--- src/rtl/tdc_channel_enable_ctrl.sv ---
// tdc_channel_enable_ctrl
// Applies the register-bank channel mask to the TDC channels with
// break-before-make sequencing:
//   IDLE   -> wait for a request (queued request first, then a live pulse)
//   DRAIN  -> wait for channels being dropped to go idle (bounded by a timeout)
//   GUARD  -> disables applied, wait a fixed guard interval before enabling
//   NOTIFY -> full mask applied, hold the read request until acknowledged
// Requests arriving outside IDLE go into a one-entry queue (last write wins).
//
// Register-bank handshake: read_active_channel is a level request. It rises
// with the applied mask and flags already stable, and stays high until
// read_ack is sampled high in NOTIFY. read_ack seen in any other state has
// no effect.
module tdc_channel_enable_ctrl #(
    parameter int CHANNEL_COUNT = 2,
    parameter int REG_WIDTH     = 32,
    parameter int GUARD_CYCLES  = 4,
    parameter int DRAIN_TIMEOUT = 1024
) (
    input  logic                     clk,
    input  logic                     reset_n,
    input  logic [REG_WIDTH-1:0]     activate_channels,
    input  logic                     channel_changed,
    input  logic                     read_ack,
    input  logic [CHANNEL_COUNT-1:0] busy,
    output logic [CHANNEL_COUNT-1:0] enable_channels,
    output logic                     read_active_channel,
    output logic [REG_WIDTH-1:0]     active_mask,
    output logic                     cfg_error,
    output logic                     drain_timeout,
    output logic                     update_pending,
    output logic [1:0]               dbg_state
);

    localparam int DW = $clog2(DRAIN_TIMEOUT + 1);
    localparam int GW = $clog2(GUARD_CYCLES + 1);
    localparam logic [DW-1:0] DRAIN_LAST = DW'(DRAIN_TIMEOUT - 1);
    localparam logic [GW-1:0] GUARD_LAST = GW'(GUARD_CYCLES - 1);

    typedef enum logic [1:0] {
        ST_IDLE   = 2'd0,
        ST_DRAIN  = 2'd1,
        ST_GUARD  = 2'd2,
        ST_NOTIFY = 2'd3
    } state_t;

    state_t                   r_state;
    state_t                   w_next_state;

    logic [CHANNEL_COUNT-1:0] r_enable;
    logic [CHANNEL_COUNT-1:0] r_pending;
    logic [CHANNEL_COUNT-1:0] r_q_mask;
    logic                     r_q_valid;
    logic                     r_rac;
    logic                     r_cfg_error;
    logic                     r_drain_timeout;
    logic [DW-1:0]            r_drain_cnt;
    logic [GW-1:0]            r_guard_cnt;

    logic                     w_upper_err;
    logic [CHANNEL_COUNT-1:0] w_req_mask;
    logic                     w_in_idle;
    logic                     w_capture;
    logic                     w_req_same;
    logic [CHANNEL_COUNT-1:0] w_drop;
    logic                     w_drop_busy;
    logic                     w_drain_expired;
    logic                     w_drain_done;
    logic                     w_guard_done;

    logic                     w_inc_drain;
    logic                     w_apply_drop;
    logic                     w_set_timeout;
    logic                     w_inc_guard;
    logic                     w_apply_full;
    logic                     w_set_rac;
    logic                     w_done_ack;
    logic                     w_q_store;
    logic                     w_q_take;
    logic                     w_cfg_set;

    // Bits above the implemented channel count are a configuration error.
    generate
        if (CHANNEL_COUNT < REG_WIDTH) begin : g_upper
            assign w_upper_err = |activate_channels[REG_WIDTH-1:CHANNEL_COUNT];
        end else begin : g_no_upper
            assign w_upper_err = 1'b0;
        end
    endgenerate

    // The queued request wins over a live pulse when both are present in IDLE.
    assign w_req_mask      = r_q_valid ? r_q_mask : activate_channels[CHANNEL_COUNT-1:0];
    assign w_in_idle       = (r_state == ST_IDLE);
    assign w_capture       = w_in_idle && (r_q_valid || channel_changed);
    assign w_req_same      = (w_req_mask == r_enable);
    // Channels that are currently on but not wanted; only their busy bits count.
    assign w_drop          = r_enable & ~r_pending;
    assign w_drop_busy     = |(busy & w_drop);
    assign w_drain_expired = (r_drain_cnt == DRAIN_LAST);
    assign w_drain_done    = !w_drop_busy || w_drain_expired;
    assign w_guard_done    = (r_guard_cnt == GUARD_LAST);

    // State register.
    always_ff @(posedge clk or negedge reset_n) begin
        if (!reset_n) begin
            r_state <= ST_IDLE;
        end else begin
            r_state <= w_next_state;
        end
    end

    // Next-state decision.
    always_comb begin
        w_next_state = r_state;
        case (r_state)
            ST_IDLE: begin
                if (w_capture) begin
                    w_next_state = w_req_same ? ST_NOTIFY : ST_DRAIN;
                end
            end
            ST_DRAIN: begin
                if (w_drain_done) begin
                    w_next_state = ST_GUARD;
                end
            end
            ST_GUARD: begin
                if (w_guard_done) begin
                    w_next_state = ST_NOTIFY;
                end
            end
            ST_NOTIFY: begin
                if (read_ack) begin
                    w_next_state = ST_IDLE;
                end
            end
            default: w_next_state = ST_IDLE;
        endcase
    end

    // Per-state control strobes that drive the registered outputs and counters.
    always_comb begin
        w_inc_drain   = 1'b0;
        w_apply_drop  = 1'b0;
        w_set_timeout = 1'b0;
        w_inc_guard   = 1'b0;
        w_apply_full  = 1'b0;
        w_done_ack    = 1'b0;
        case (r_state)
            ST_DRAIN: begin
                w_apply_drop  = w_drain_done;
                w_inc_drain   = !w_drain_done;
                w_set_timeout = w_drop_busy && w_drain_expired;
            end
            ST_GUARD: begin
                w_apply_full = w_guard_done;
                w_inc_guard  = !w_guard_done;
            end
            ST_NOTIFY: begin
                w_done_ack = read_ack;
            end
            default: ;
        endcase
        w_set_rac = (w_capture && w_req_same) || w_apply_full;
        // A pulse that cannot be taken directly is queued; this includes the
        // IDLE cycle in which the queue itself is being drained.
        w_q_store = channel_changed && (!w_in_idle || r_q_valid);
        w_q_take  = w_in_idle && r_q_valid;
        w_cfg_set = channel_changed && w_upper_err;
    end

    // Target mask latched on capture.
    always_ff @(posedge clk or negedge reset_n) begin
        if (!reset_n) begin
            r_pending <= '0;
        end else if (w_capture) begin
            r_pending <= w_req_mask;
        end
    end

    // Channel enables: disables first (DRAIN exit), full mask after the guard.
    always_ff @(posedge clk or negedge reset_n) begin
        if (!reset_n) begin
            r_enable <= '0;
        end else if (w_apply_drop) begin
            r_enable <= r_enable & r_pending;
        end else if (w_apply_full) begin
            r_enable <= r_pending;
        end
    end

    // One-entry request queue, newest pulse overwrites.
    always_ff @(posedge clk or negedge reset_n) begin
        if (!reset_n) begin
            r_q_valid <= 1'b0;
            r_q_mask  <= '0;
        end else if (w_q_store) begin
            r_q_valid <= 1'b1;
            r_q_mask  <= activate_channels[CHANNEL_COUNT-1:0];
        end else if (w_q_take) begin
            r_q_valid <= 1'b0;
        end
    end

    // Read request to the register bank.
    always_ff @(posedge clk or negedge reset_n) begin
        if (!reset_n) begin
            r_rac <= 1'b0;
        end else if (w_set_rac) begin
            r_rac <= 1'b1;
        end else if (w_done_ack) begin
            r_rac <= 1'b0;
        end
    end

    // Sticky flags; a new error in the ack cycle survives the clear.
    always_ff @(posedge clk or negedge reset_n) begin
        if (!reset_n) begin
            r_cfg_error     <= 1'b0;
            r_drain_timeout <= 1'b0;
        end else begin
            if (w_cfg_set) begin
                r_cfg_error <= 1'b1;
            end else if (w_done_ack) begin
                r_cfg_error <= 1'b0;
            end
            if (w_set_timeout) begin
                r_drain_timeout <= 1'b1;
            end else if (w_done_ack) begin
                r_drain_timeout <= 1'b0;
            end
        end
    end

    // Drain wait counter, restarted on every capture.
    always_ff @(posedge clk or negedge reset_n) begin
        if (!reset_n) begin
            r_drain_cnt <= '0;
        end else if (w_capture) begin
            r_drain_cnt <= '0;
        end else if (w_inc_drain) begin
            r_drain_cnt <= r_drain_cnt + DW'(1);
        end
    end

    // Guard interval counter, restarted when the disables are applied.
    always_ff @(posedge clk or negedge reset_n) begin
        if (!reset_n) begin
            r_guard_cnt <= '0;
        end else if (w_apply_drop) begin
            r_guard_cnt <= '0;
        end else if (w_inc_guard) begin
            r_guard_cnt <= r_guard_cnt + GW'(1);
        end
    end

    // Zero-extend the applied mask for the register bank.
    always_comb begin
        active_mask                      = '0;
        active_mask[CHANNEL_COUNT-1:0]   = r_enable;
    end

    assign enable_channels     = r_enable;
    assign read_active_channel = r_rac;
    assign cfg_error           = r_cfg_error;
    assign drain_timeout       = r_drain_timeout;
    assign update_pending      = r_q_valid;
    assign dbg_state           = r_state;

endmodule
--- config.mk ---
export PLATFORM = sky130hd
export DESIGN_NAME = tdc_channel_enable_ctrl
export DESIGN_NICKNAME = d
export VERILOG_FILES = /design/src/rtl/tdc_channel_enable_ctrl.sv
export SDC_FILE = /design/constraint.sdc
export NUM_CORES = 1
export LEC_CHECK = 0
export BUFFER_PORTS_ARGS = -buffer_cell sky130_fd_sc_hd__buf_2
export CAP_MARGIN = 20
export CORE_ASPECT_RATIO = 1.5
export CORE_MARGIN = 4
export CORE_UTILIZATION = 25
export DETAILED_ROUTE_END_ITERATION = 8
export SLEW_MARGIN = 0
export SYNTH_ARGS = -nofsm -noshare
export SYNTH_HDL_FRONTEND = slang
export SYNTH_SLANG_ARGS = --single-unit
--- constraint.sdc ---
create_clock -name clk -period 2.3 [get_ports clk]
set_clock_uncertainty 0.05 [all_clocks]
set_input_delay 0.23 -clock clk [delete_from_list [all_inputs] [get_ports clk]]
set_output_delay 0.23 -clock clk [all_outputs]
set_load 0.05 [all_outputs]
==> results of run 1 <==
-- cell usage in the layout, fill, tap and decap left out, types with 6 or more instances in the layout --
| cell type | netlist | layout |
|---|---|---|
| o21ai_0 | 8 | 8 |
| mux2i_1 | 6 | 6 |
| ha_1 | 7 | 7 |
| conb_1 | 1 | 30 |
| buf_2 | 2 | 47 |
| nor2_1 | 12 | 12 |
| nand4_1 | 6 | 6 |
| a21oi_1 | 9 | 9 |
| inv_1 | 7 | 7 |
| nor4_1 | 7 | 7 |
| nand2_1 | 15 | 15 |
| dfrtp_1 | 26 | 26 |
-- area by class of cell --
cell class | count | area [µm²]
Clock buffer | 3 | 41.3
Fill cell | 700 | 4660
Inverter | 7 | 26.3
Multi-Input combinational cell | 145 | 885
Sequential cell | 26 | 651
Tap cell | 76 | 95.1
Timing Repair Buffer | 51 | 268
-- layer usage --
metal / up-vias / part of all wire [%] / track usage, %
met1: 684 / 37 / 9.63
met2: 55 / 56 / 18.0
met5: - / 0 / 0
met3: 3 / 6.1 / 1.64
met4: 0 / 0.57 / 3.44
li1: 711 / - / -
-- final timing paths --
kind,cells past startpoint,from,slack (ns),endpoint
min,2,activate_channels[1],0.15,r_q_mask[1]
min reg2reg,2,cfg_error,0.42,cfg_error
max reg2reg,5,r_drain_cnt[0],0.31,dbg_state[1]
min in group asynchronous,2,reset_n,0.44,r_drain_cnt[3]
max in group asynchronous,2,reset_n,1.37,r_q_mask[0]
max,5,r_drain_cnt[0],0.31,dbg_state[1]
-- sequential cells by signal, indices dropped and copies added (netlist names) --
signal	flops
read_active_channel	1
update_pending	1
enable_channels	2
r_q_mask	2
dbg_state	2
r_drain_cnt	11
r_pending	2
r_guard_cnt	3
drain_timeout	1
cfg_error	1
-- worst max-delay path: cells and delay by family (launching register included) --
kind	cells	cell delay (ns)
compound gates	1	0.28
fa+ha+maj	1	0.24
mux	1	0.37
simple gates	2	0.52
flops	1	0.42
-- cell families after synthesis --
kind of cell             Yosys count  synth area share [%]
XOR/XNOR                           3                  1.52
adder cells (fa/ha/maj)            7                  5.05
other                              1                 0.216
multiplexers                       9                  5.42
buffers and inverters             45                  17.7
AND/OR/NAND/NOR                   59                  18.0
flip-flops                        26                  37.5
AO/OA/AOI/OAI                     37                  14.5
-- stage by stage --
| step | total power [µW] | utilization [%] |
|---|---|---|
| floorplan | 1330 | - |
| finish | 1790 | 29.7 |
| global route | 1920 | 29.7 |
| detailed placement | 1550 | 28.9 |
| global placement | 1530 | 28.9 |
| CTS | 1820 | 29.7 |
-- where the power goes --
part           internal (µW)  leakage (µW)  switching, µW
Clock                    118     0.0000216            144
Sequential               551      0.000338           84.4
Combinational            293      0.000638            603
==> impl_metrics.toml, run 1 <==
[place]
placed_area_um2 = 1910
dp.cells = 304
dp_hpwl_um = 3210
io_buffers = 47
gp_routability_congestion = 0.811
pre_cts_slack_ns = 0.314

[timing]
slew_violations = 0
rsz0062_at_grt = "false"
tns_ns = 0
finalCritPeriodShare_pct = 86.6
fin_hold_ws_ns = 0.152
max_freq_mhz = 502
fin_crit_ns = 1.99
tightest_slew_ns = 0.592
slew-limit-headroom_pct = 60.5
setup_violations = 0
hold_viol = 0
setup_ws_ns = 0.308

[global_routing]
grt_pass1_wl_um = 6280
track_usage_pct = 9.19
grt_pass1_vias = 1369
antenna_found_initial = 0
grt-ovfl-total = 0
grt_max_degree = 27

[routing]
drc = 0
drtPass1Iterations = 4
avgViaCountPerCell = 4.72
first_iter_violations = 111
wire_per_inst_um = 13.1
routed_wl_um = 4030
antenna_left = 0
vias = 1453

[yosys]
synth_flop_cell = "dfrtp_1"
seq_area_frac_synth_pct = 37.5
syn-instance-count = 187
synth-seq-cells = 26
synth.most_common_cell = "buf_4"
synthTopCellsByArea = "dfrtp_1 (38%), buf_4 (14%), ha_1 (5.1%), mux2i_1 (3.5%), nand2_1 (3.2%)"
yosys.area.top_type = "dfrtp_1"
ys_types = 38
yosysTopAreaCellShare_pct = 37.5
synth_edf_count = 0
synthTopCellsByCount = "buf_4 (32), dfrtp_1 (26), nand2_1 (15)"
netlist_area_um2 = 1730
yosys_warnings = 0
synth_async_sr_flop_share_pct = 100
syn_area_per_cell_um2 = 9.27

[finish]
diodes = 0
fin_nets = 279
final_cell_count_no_fill = 308
postLayoutCellArea_um2 = 1970
drive_gt1_share_pct = 24.6
areaGrowthSynthToFinish_pct = 13.4

[clocking]
cts_made_buffers = 3
clock_latency_ns = 0.27
cts_root_buf = "clkbuf_8"
postCtsHoldBufs = 1
cts_buffer_depth = 2
tritoncts = "yes"
htree_num_levels = 1
clk_pin_slew_ns = 0.09
post-cts-setup-buffer-count = 0
cts_sinks = 26
cts.repair.resized = 0

[worst_setup_path]
cpPeakStageDelay_ns = 0.42
cp.required_ns = 2.41
setup.worst_path.start_class = "flop"
crit_chain = "ha_1 > and3_1 > and4_4 > o221ai_1 > mux2_2"
cp-end-kind = "flop"
critPathMaxFanout = 15
worst-setup-path-type = "reg -> reg"
critPathArrivalTime_ns = 2.10
cp_slowest_cell = "dfrtp_1"

[run]
max_cap_viol_count = 0

[outcome]
status = "finished, final reports clean"

[floorplanning]
die_y_um = 110
dieArea_um2 = 8360
io-pin-count = 78
row_count = 36
start_util_pct = 26.2
die_x_um = 76.0
core_um2 = 6620

[power]
p_per_area_nw_per_um2 = 912
cellLeakagePower_uw = 0.000998
ir_worst_vdd_uv = 373

[hold_path]
hold_class = "in -> reg"
(Power assumes the default switching activity.)
==> inputs of run 2 (changes only) <==
--- a/config.mk
+++ b/config.mk
@@ -9,8 +9,9 @@
 export CAP_MARGIN = 20
 export CORE_ASPECT_RATIO = 1.5
 export CORE_MARGIN = 4
-export CORE_UTILIZATION = 25
+export CORE_UTILIZATION = 47
 export DETAILED_ROUTE_END_ITERATION = 8
+export PLACE_DENSITY = 0.8
 export SLEW_MARGIN = 0
 export SYNTH_ARGS = -nofsm -noshare
 export SYNTH_HDL_FRONTEND = slang
==> run 2 against run 1 <==
Wire length fell by 6.6%; worst hold slack improved by 0.0066 ns; die area down 43%; clock power down 3%; worst setup slack gained 0.0049 ns; via count shrank 1.5%; flip-flop and latch count stayed put; final cell count down 11%; utilization grew 26 points; sequential share of layout area is 0.73 points higher; combinational power hardly changed; first-iteration DRC count shrank 73%; largest cell class unchanged; largest power group unchanged.
==> impl_metrics.toml, run 2 (synthesis gave the netlist of run 1 again) <==
[outcome]
status = "finished, final reports clean"

[finish]
fin_util_pct = 55.2
diodes = 0
layout_common_cells = "buf_2 (47), conb_1 (30), dfrtp_1 (26), nand2_1 (15), nor2_1 (12)"
final_common_cell = "buf_2"
top_register = "r_drain_cnt"
drive_gt1_share_pct = 24.6
n_fill_cell = 308
postLayoutCellArea_um2 = 1920
largest_register_ffs = 11
areaGrowthSynthToFinish_pct = 11.0
fin_nets = 279
reg.largest.list = "r_drain_cnt: 11 flops, r_guard_cnt: 3 flops"

[floorplanning]
dieArea_um2 = 4740
row_count = 26
io-pin-count = 78
core_um2 = 3480
start_util_pct = 49.8
die_x_um = 57.6
die_y_um = 82.4

[global_routing]
antenna_found_initial = 0
track_usage_pct = 15.9
met2_usage_pct = 30.9
grt_max_degree = 27
grtUsageMet3_pct = 1.87
grt_pass1_vias = 1376
grt-ovfl-total = 0
grt_pass1_wl_um = 6030
gr-usage-met1_pct = 17.4
grt-busiest-layer = "met2"

[clocking]
cts_buffer_depth = 2
tritoncts = "yes"
post-cts-setup-buffer-count = 0
clk_pin_slew_ns = 0.08
cts_made_buffers = 3
cts_root_buf = "clkbuf_8"
cts_sinks = 26
clock_latency_ns = 0.27
htree_num_levels = 1

[place]
dp_hpwl_um = 3020
placed_area_um2 = 1870
gp_routability_congestion = 0.833
io_buffers = 47

[timing]
max_freq_mhz = 503
slew_violations = 0
fin_crit_ns = 1.99
setup_violations = 0
finalCritPeriodShare_pct = 86.4
tns_ns = 0
hold_viol = 0
slew-limit-headroom_pct = 61.8
fin_hold_ws_ns = 0.158
rsz0062_at_grt = "false"
tightest_slew_ns = 0.574

[power]
p_per_area_nw_per_um2 = 929
cellLeakagePower_uw = 0.000998
intPower_uw = 961
switching_power_uw = 825
seq_power_share_pct = 35.5
ir_worst_vdd_uv = 796
pwr-share-comb_pct = 50.4
p_sw_share_pct = 46.2
clkPwrFrac_pct = 14.1

[routing]
routed_wl_um = 3770
first_iter_violations = 30
drtPass1Iterations = 4
avgViaCountPerCell = 5.22
wire_per_inst_um = 13.7
drc = 0
antenna_left = 0
vias = 1431

[worst_setup_path]
critPathArrivalTime_ns = 2.09
r2r-start = "r_drain_cnt[0]"
cp.required_ns = 2.41
r2r_slack_ns = 0.31
crit_start = "r_drain_cnt[0]"
r2r_end = "dbg_state[1]"
critPathMaxFanout = 15
rr_worst_depth = 5
cp-end-kind = "flop"
worst-setup-path-type = "reg -> reg"
setup.worst_path.start_class = "flop"
critPathCapture = "dbg_state[1]"

[hold_path]
hold_class = "in -> reg"

[run]
max_cap_viol_count = 0
==> run 2: cell counts in the layout (fill, tap and decap cells not counted) <==
Identical to the previous run, type by type.
==> run 2: worst min path at each step <==
stage,startpoint,end,slack [ns],cells past startpoint
after floorplan,reset_n,cfg_error,-0.12,0
after global placement,reset_n,r_drain_cnt[5],0.21,1
after detailed placement,reset_n,r_drain_cnt[5],0.21,1
after CTS,activate_channels[1],r_q_mask[1],0.16,2
after global routing,activate_channels[0],r_q_mask[0],0.18,2
final,activate_channels[1],r_q_mask[1],0.16,2
==> run 2: layout make-up <==
| cell class | instances | area [µm²] | area share, % |
|---|---|---|---|
| Clock buffer | 3 | 41.3 | 2.15 |
| Sequential cell | 26 | 651 | 33.8 |
| Timing Repair Buffer | 51 | 268 | 13.9 |
| Multi-Input combinational cell | 145 | 885 | 46.0 |
| Inverter | 7 | 26.3 | 1.37 |
| Tap cell | 42 | 52.6 | 2.73 |
==> run 2: critical path: stages (launching register included) <==
cell	delay [ns]
dfrtp_1	0.42
ha_1	0.24
and3_1	0.26
and4_4	0.26
o221ai_1	0.29
mux2_2	0.37
==> run 2: what timing repair did <==
item	CTS	global route
resized for setup	0	0
hold buffers	1	0
endpoints found under the hold margin	26	0
==> run 2: stage by stage <==
| step | worst slack, ns | std cells | power, µW |
|---|---|---|---|
| after floorplan | 0.332 | 216 | 1330 |
| after global routing | 0.132 | 274 | 1900 |
| after global placement | 0.371 | 270 | 1520 |
| after detailed placement | 0.318 | 270 | 1540 |
| after CTS | 0.309 | 274 | 1800 |
| final | 0.313 | 274 | 1790 |
==> run 2: power groups by stage <==
stage	Clock, µW	Sequential [µW]	Combinational, µW
after floorplan	0	768	561
after global placement	0	639	877
after detailed placement	0	641	898
after CTS	260	633	904
after global routing	272	645	986
final	253	634	899
==> run 2: routing by layer <==
layer	share of wire [%]	vias to the layer above
li1	-	707
met1	38	678
met2	56	38
met3	4.8	8
met4	1.9	0
met5	0	-
==> inputs of run 3 (changes only) <==
--- a/config.mk
+++ b/config.mk
@@ -9,9 +9,9 @@
 export CAP_MARGIN = 20
 export CORE_ASPECT_RATIO = 1.5
 export CORE_MARGIN = 4
-export CORE_UTILIZATION = 47
+export CORE_UTILIZATION = 40
 export DETAILED_ROUTE_END_ITERATION = 8
-export PLACE_DENSITY = 0.8
+export PLACE_DENSITY = 0.7
 export SLEW_MARGIN = 0
 export SYNTH_ARGS = -nofsm -noshare
 export SYNTH_HDL_FRONTEND = slang
==> run 3 against run 2 <==
Critical path depth unchanged; clock power up 51%; utilization down 8.5 points; largest power group unchanged; worst setup slack better by 0.016 ns; non-clock buffer count up 1; die area up 15%; critical path type unchanged; critical endpoint unchanged; sequential share of layout area down 0.73 points.
==> impl_metrics.toml, run 3 (synthesis gave the netlist of run 1 again) <==
[timing]
rsz0062_at_grt = "false"
setup_violations = 0
setup_ws_ns = 0.328
slew_violations = 0
fin_crit_ns = 1.97
tns_ns = 0
tightest_slew_ns = 0.596
fin_hold_ws_ns = 0.144
finalCritPeriodShare_pct = 85.7
max_freq_mhz = 507
hold_viol = 0
slew-limit-headroom_pct = 60.2

[floorplanning]
dieArea_um2 = 5470
io-pin-count = 78
start_util_pct = 41.2
core_um2 = 4210
die_x_um = 61.7
row_count = 29
die_y_um = 88.6

[clocking]
cts_made_buffers = 3
tritoncts = "yes"
cts_root_buf = "clkbuf_8"
cts.repair.resized = 0
htree_num_levels = 1
cts_buffer_depth = 2
clock_latency_ns = 0.27
cts_sinks = 26
clk_pin_slew_ns = 0.09

[routing]
drtPass1Iterations = 4
avgViaCountPerCell = 5.13
antenna_left = 0
wire_per_inst_um = 13.6
routed_wl_um = 3810
first_iter_violations = 33
drc = 0
vias = 1437

[power]
ir_worst_vdd_uv = 570
intPower_uw = 1080
pwr-share-comb_pct = 46.7
seq_power_share_pct = 33.3
clkPwrFrac_pct = 20.0
cellLeakagePower_uw = 0.00102
p_per_area_nw_per_um2 = 968
p_sw_share_pct = 43.4
switching_power_uw = 827

[place]
pre_cts_slack_ns = 0.344
dp_hpwl_um = 3060
placed_area_um2 = 1880
io_buffers = 47
gp_routability_congestion = 0.775

[worst_setup_path]
setup.worst_path.start_class = "flop"
critPathMaxFanout = 15
critPathArrivalTime_ns = 2.09
crit_chain = "ha_1 > and3_1 > and4_4 > o221ai_1 > mux2_2"
cp.required_ns = 2.42
r2r_slack_ns = 0.33
cp_slowest_cell = "dfrtp_1"
cpPeakStageDelay_ns = 0.42
r2r_end = "dbg_state[1]"
worst-setup-path-type = "reg -> reg"
rr_worst_depth = 5
cp-end-kind = "flop"
r2r-start = "r_drain_cnt[0]"

[global_routing]
grt_pass1_wl_um = 6350
antenna_found_initial = 0
grt-ovfl-total = 0
grt_max_degree = 27
track_usage_pct = 15.2
grt_pass1_vias = 1398

[run]
max_cap_viol_count = 0

[finish]
postLayoutCellArea_um2 = 1970
layout_common_cells = "buf_2 (47), conb_1 (30), dfrtp_1 (26), nand2_1 (15), nor2_1 (12)"
fin_nets = 280
drive_gt1_share_pct = 25.2
areaGrowthSynthToFinish_pct = 13.4
largest_register_ffs = 11
final_common_cell = "buf_2"
top_register = "r_drain_cnt"
reg.largest.list = "r_drain_cnt: 11 flops, r_guard_cnt: 3 flops"
diodes = 0

[hold_path]
min_path_cells = 2
hold_class = "in -> reg"
worstHoldEndpoint = "r_q_mask[1]"
hp-start = "activate_channels[1]"

[outcome]
status = "finished, final reports clean"
[run 3: cell types whose count changed in the layout (fill, tap and decap cells not counted)]
cell,previous run,this run
buf_4,3,4
bufinv_16,0,1
[run 3: how the worst max path moves through the flow]
stage	from	end	slack, ns	cells after the start
6_report	r_drain_cnt[0]	dbg_state[1]	0.33	5
5_1_grt	r_drain_cnt[0]	enable_channels[0]	0.14	5
4_1_cts	r_drain_cnt[0]	dbg_state[1]	0.33	5
3_5_place_dp	r_drain_cnt[0]	dbg_state[1]	0.34	5
3_3_place_gp	r_drain_cnt[0]	dbg_state[1]	0.37	5
2_1_floorplan	r_drain_cnt[0]	dbg_state[1]	0.33	7
[run 3: repair_timing]
item,4_1_cts,5_1_grt
hold endpoints to repair,26,0
setup buffers,0,0
hold buffers,1,0
[run 3: power by group through the flow]
stage / Clock [µW] / Combinational (µW) / Sequential (µW)
2_1_floorplan: 0 / 561 / 768
3_3_place_gp: 0 / 885 / 641
3_5_place_dp: 0 / 894 / 643
4_1_cts: 390 / 899 / 634
5_1_grt: 408 / 987 / 651
6_report: 381 / 888 / 634
[run 3: critical path: cells and delay by family (launching register included)]
kind / cells / cell delay, ns
fa+ha+maj: 1 / 0.23
simple gates: 2 / 0.52
mux: 1 / 0.37
flops: 1 / 0.42
compound gates: 1 / 0.28
[run 3: area by class of cell]
cell class | count | area [µm²]
well taps | 46 | 57.6
multi-input cells | 145 | 885
repair buffers | 52 | 275
fillers | 414 | 2240
inverters | 7 | 26.3
clock buffers | 3 | 41.3
clock inverters | 1 | 30.0
flip-flops and latches | 26 | 651
[run 3: routing by layer]
layer	global-route usage, %	part of all wire (%)	vias up
li1	-	-	713
met1	17.5	37	675
met2	27.8	56	40
met3	2.19	4.9	9
met4	5.21	2.1	0
met5	0	0	-
[run 3: stage by stage]
step	utilization (%)	instances	total power [µW]
final	46.7	280	1900
after global routing	46.7	280	2050
after global placement	44.8	275	1530
after floorplan	-	216	1330
after detailed placement	44.8	275	1540
after CTS	46.7	280	1920
